==> src/rtl/shift_req_arbiter.sv <==
// shift_req_arbiter: round-robin sharing of a 5-stage pipelined barrel shifter between two requesters,
// with an ID pipeline aligned to the shifter latency and a credit-protected response FIFO.
module shift_req_arbiter #(
    parameter int WIDTH      = 32,
    parameter int AMT_W      = 5,
    parameter int FIFO_DEPTH = 8
) (
    input  logic                 clk,
    input  logic                 reset,
    input  logic [1:0]           req_valid,
    output logic [1:0]           req_ready,
    input  logic [2*WIDTH-1:0]   req_data,
    input  logic [2*AMT_W-1:0]   req_amt,
    input  logic [1:0]           req_rot,
    output logic [AMT_W-1:0]     sh_amt_o,
    output logic                 sh_rot_o,
    output logic [WIDTH-1:0]     sh_data_o,
    input  logic [WIDTH-1:0]     sh_result_i,
    output logic                 rsp_valid,
    input  logic                 rsp_ready,
    output logic [WIDTH-1:0]     rsp_data,
    output logic                 rsp_id,
    output logic                 idle
);
    localparam int PW = (FIFO_DEPTH > 1) ? $clog2(FIFO_DEPTH) : 1;
    localparam int CW = $clog2(FIFO_DEPTH + 1);

    logic [CW-1:0]    out_q, out_d, cnt_q, cnt_d;
    logic [PW-1:0]    wr_q, rd_q;
    logic             last_q;
    logic [5:0]       pv_q, pid_q;
    logic [AMT_W-1:0] sh_amt_q;
    logic             sh_rot_q;
    logic [WIDTH-1:0] data1_q, sh_data_q;
    logic [WIDTH:0]   mem [FIFO_DEPTH];
    logic             credit, issue, sel, push, pop, rot_sel;
    logic [WIDTH-1:0] data_sel;
    logic [AMT_W-1:0] amt_sel;

    // outstanding is registered, so a pop only frees credit from the following cycle
    always_comb begin
        credit    = out_q < CW'(FIFO_DEPTH);
        issue     = credit & |req_valid;
        sel       = (req_valid == 2'b11) ? ~last_q : req_valid[1];
        req_ready = issue ? (sel ? 2'b10 : 2'b01) : 2'b00;
        data_sel  = sel ? req_data[WIDTH +: WIDTH] : req_data[0 +: WIDTH];
        amt_sel   = sel ? req_amt[AMT_W +: AMT_W] : req_amt[0 +: AMT_W];
        rot_sel   = sel ? req_rot[1] : req_rot[0];
        push      = pv_q[5];
        rsp_valid = cnt_q != '0;
        pop       = rsp_valid & rsp_ready;
        out_d     = out_q + CW'(issue) - CW'(pop);
        cnt_d     = cnt_q + CW'(push) - CW'(pop);
        rsp_data  = rsp_valid ? mem[rd_q][WIDTH-1:0] : '0;
        rsp_id    = rsp_valid & mem[rd_q][WIDTH];
        idle      = out_q == '0;
    end

    assign sh_amt_o  = sh_amt_q;
    assign sh_rot_o  = sh_rot_q;
    assign sh_data_o = sh_data_q;

    always_ff @(posedge clk or posedge reset) begin
        if (reset) begin
            out_q     <= '0;
            cnt_q     <= '0;
            wr_q      <= '0;
            rd_q      <= '0;
            last_q    <= 1'b1;
            pv_q      <= '0;
            pid_q     <= '0;
            sh_amt_q  <= '0;
            sh_rot_q  <= 1'b0;
            data1_q   <= '0;
            sh_data_q <= '0;
        end else begin
            out_q     <= out_d;
            cnt_q     <= cnt_d;
            // data lags amount/rotate by one cycle to match the shifter's internal staging
            sh_amt_q  <= issue ? amt_sel : '0;
            sh_rot_q  <= issue & rot_sel;
            data1_q   <= issue ? data_sel : '0;
            sh_data_q <= data1_q;
            pv_q      <= {pv_q[4:0], issue};
            pid_q     <= {pid_q[4:0], sel};
            if (issue)
                last_q <= sel;
            if (push)
                wr_q <= (wr_q == PW'(FIFO_DEPTH - 1)) ? '0 : wr_q + 1'b1;
            if (pop)
                rd_q <= (rd_q == PW'(FIFO_DEPTH - 1)) ? '0 : rd_q + 1'b1;
        end
    end

    always_ff @(posedge clk) begin
        if (push)
            mem[wr_q] <= {pid_q[5], sh_result_i};
    end
endmodule

==> config.mk <==
export PLATFORM = sky130hd
export DESIGN_NAME = shift_req_arbiter
export DESIGN_NICKNAME = d
export VERILOG_FILES = /design/src/rtl/shift_req_arbiter.sv
export SDC_FILE = /design/constraint.sdc
export NUM_CORES = 1
export LEC_CHECK = 0
export CAP_MARGIN = 20
export CORE_ASPECT_RATIO = 0.5
export CORE_UTILIZATION = 48
export DETAILED_ROUTE_END_ITERATION = 7
export GPL_TIMING_DRIVEN = 0
export PLACE_DENSITY = 0.74
export SLEW_MARGIN = 10
export SYNTH_ARGS = -nofsm -noshare
export SYNTH_HDL_FRONTEND = slang
export SYNTH_SLANG_ARGS = --single-unit
==> constraint.sdc <==
create_clock -name clk -period 4.6 [get_ports clk]
set_clock_uncertainty 0.1 [all_clocks]
set_input_delay 0.92 -clock clk [delete_from_list [all_inputs] [get_ports clk]]
set_output_delay 0.92 -clock clk [all_outputs]
set_load 0.01 [all_outputs]
==> flow_metrics.py <==
metrics = {
    "run_status": {
        "status": "finished, final reports clean",
    },
    "cells_and_area": {
        "layout-drive-gt1-share_pct": 25.6,
        "layout_common_cells": "edfxtp_1, clkdlybuf4s50_1, dfrtp_1",
        "fill_cells": 1997,
        "final_area_mm2": 0.0179,
        "post-route-util_pct": 63.2,
        "nNetsFinal": 1150,
        "area_delta_synth_final_pct": 26.5,
        "final_common_cell": "edfxtp_1",
    },
    "route": {
        "first_iter_violations": 502,
        "drtPass1Iterations": 4,
        "ant_nets": 0,
        "drc": 0,
        "via_per_inst": 5.36,
        "wl_um": 30500,
        "avgRoutedWirePerCell_um": 21.3,
        "vias": 7667,
    },
    "critical_path": {
        "worstPathMaxFanout": 10,
        "critPathKind": "reg -> out",
        "timing.rr.end": "out_q[3]",
        "r2r_cells": 10,
        "start_kind": "flop",
        "critical_path_arrival_ns": 2.91,
        "rrSetupSlack_ns": 2.09,
        "endpoint_kind": "output pin",
        "crit_path_end": "rsp_data[4]",
        "cp-startpoint": "cnt_q[2]",
        "critical_path_required_ns": 3.58,
        "regToRegStartpoint": "cnt_q[2]",
    },
    "pwr": {
        "power_uw": 11400,
        "leakage_uw": 0.00658,
        "ir_worst_vdd_uv": 284,
        "p_per_area_mw_per_mm2": 635,
    },
    "cts": {
        "cts.clk_slew.worst_paths_ns": 0.06,
        "postCtsHoldBufs": 0,
        "postCtsSetupRepairBufs": 0,
        "cts_tree": "done",
        "clk_latency_ns": 0.51,
        "clock_path_buffers": 3,
        "post_cts_resized": 0,
        "htree_levels": 2,
        "cts_buffers": 34,
        "clock-sinks": 361,
        "root_buffer": "clkbuf_16",
    },
    "placement": {
        "placed_cell_area_mm2": 0.0168,
        "dpl.hpwl_um": 20100,
        "portBuffers": 187,
        "globalplace.congestion": 0.751,
    },
    "die": {
        "fp.dieH_um": 123,
        "ios": 188,
        "die_area_mm2": 0.0302,
        "core_mm2": 0.0283,
        "start_util_pct": 49.9,
        "die_x_um": 245,
        "rows": 43,
    },
    "global_routing": {
        "antenna_found_initial": 1,
        "grt_pass1_vias": 8086,
        "use_met2_pct": 34.5,
        "overflow": 0,
        "grt_pass1_wl_um": 46300,
        "grt_use_met1_pct": 27.4,
        "grt_max_degree": 56,
        "grt.busiest_layer": "met2",
        "grt_use_total_pct": 20.6,
        "use_met3_pct": 4.21,
    },
    "synth": {
        "netlist_area_mm2": 0.0141,
        "async_flop_share_pct": 26.9,
        "synth.yosys.seq_area_share_pct": 73.3,
        "synth_cell_types": 41,
        "synth_edf_count": 264,
        "synthFlopType": "edfxtp_1",
        "avgSynthCellArea_um2": 18.0,
        "synth_cells": 783,
        "synth-seq-cells": 361,
        "synthesis.nets": 910,
        "synth_warnings": 0,
    },
    "timing": {
        "fmax_mhz": 254,
        "worst_slew_pin_slew_ns": 0.634,
        "slew_viol_final": 0,
        "rsz0062_at_grt": "no",
        "fin_crit_sh_pct": 85.5,
        "slew_headroom_pct": 57.7,
        "finalHoldViolations": 0,
        "min_period_ns": 3.93,
        "whs_ns": 0.248,
        "setup_viol": 0,
    },
    "min_path": {
        "min_path_type": "reg -> reg",
    },
    "job": {
        "max-cap-violations": 0,
    },
}
## through the flow
step	setup TNS [ns]	std cells	setup slack (ns)
after detailed placement	0	1369	0.865
after floorplan	0	783	1.04
final	0	1431	0.669
after global placement	-80.37	1352	-1.03
after global routing	0	1431	0.449
after CTS	0	1430	0.605
## where the power goes
group | switching [uW] | internal, uW | total [uW]
clock | 1160 | 1510 | 2670
combinational | 2250 | 2130 | 4380
sequential | 182 | 4130 | 4310
total | 3590 | 7760 | 11400
## synthesized netlist by cell type (2+ instances only)
cell type / count / area [um^2]
mux2_1: 5 / 56.3
mux2_4: 54 / 811
nor3_1: 9 / 45.0
o22ai_1: 8 / 50.1
a21o_1: 3 / 22.5
ha_1: 12 / 150
fa_1: 2 / 40.0
nor2_1: 8 / 30.0
buf_6: 8 / 90.1
xnor2_1: 3 / 26.3
o22ai_2: 26 / 325
mux2_2: 44 / 495
a22o_1: 38 / 333
nand2_1: 5 / 18.8
dfrtp_1: 96 / 2400
buf_4: 2 / 15.0
buf_8: 2 / 30.0
nand2b_1: 6 / 37.5
xor2_1: 3 / 26.3
o21ai_1: 33 / 165
nor2b_1: 33 / 206
inv_1: 11 / 41.3
a211oi_1: 33 / 248
clkbuf_1: 8 / 30.0
edfxtp_1: 264 / 7930
buf_2: 26 / 130
a21oi_1: 2 / 10.0
nor3_2: 26 / 260
## how the worst min path moves through the flow
| stage | startpoint | end | slack, ns | depth (start not counted) |
|---|---|---|---|---|
| floorplan | pid_q[0] | pid_q[1] | 0.23 | 0 |
| global placement | data1_q[13] | sh_data_o[13] | 0.23 | 0 |
| detailed placement | pv_q[2] | pv_q[3] | 0.23 | 0 |
| CTS | data1_q[14] | sh_data_o[14] | 0.25 | 0 |
| global route | data1_q[14] | sh_data_o[14] | 0.25 | 0 |
| finish | data1_q[14] | sh_data_o[14] | 0.25 | 0 |
## cells by family after synthesis
| group | after synthesis | synth area share [%] |
|---|---|---|
| flops | 361 | 73.3 |
| compound gates | 146 | 8.30 |
| mux | 103 | 9.64 |
| simple gates | 95 | 4.64 |
| buf+inv | 58 | 2.42 |
| fa+ha+maj | 14 | 1.35 |
| xor+xnor | 6 | 0.372 |
## sequential cells by signal, summed over array words and instances (netlist names)
| name | count |
|---|---|
| pv_q | 6 |
| out_q | 4 |
| pid_q | 6 |
| sh_amt_o | 5 |
| rd_q | 3 |
| cnt_q | 4 |
| mem | 264 |
| sh_rot_o | 1 |
| last_q | 1 |
| wr_q | 3 |
| data1_q | 32 |
| sh_data_o | 32 |
## worst max-delay path, stage by stage, from the launching register on
cell and delay, ns:
dfrtp_1 0.32, inv_1 0.05, ha_1 0.18, or3b_1 0.15, buf_2 0.28, clkbuf_1 0.47, o21ai_1 0.17, nor3_1 0.20
clkdlybuf4s50_1 0.59
## metal layers
layer	share of wire [%]	routed length (um)
met1	43	13300
met3	5.7	1730
met5	0	0
met4	1.6	497
met2	49	15000
## layout make-up
type | instances | area (um^2) | share of cell area (%)
multi-input cells | 364 | 3490 | 19.5
clock buffers | 46 | 947 | 5.30
well taps | 382 | 478 | 2.67
inverters | 11 | 43.8 | 0.245
plain buffers | 47 | 300 | 1.68
flip-flops and latches | 361 | 10400 | 57.9
diodes | 1 | 2.50 | 0.0140
clock inverters | 15 | 105 | 0.588
repair buffers | 204 | 2160 | 12.1
No activity file was read; power rests on OpenSTA's default activity.
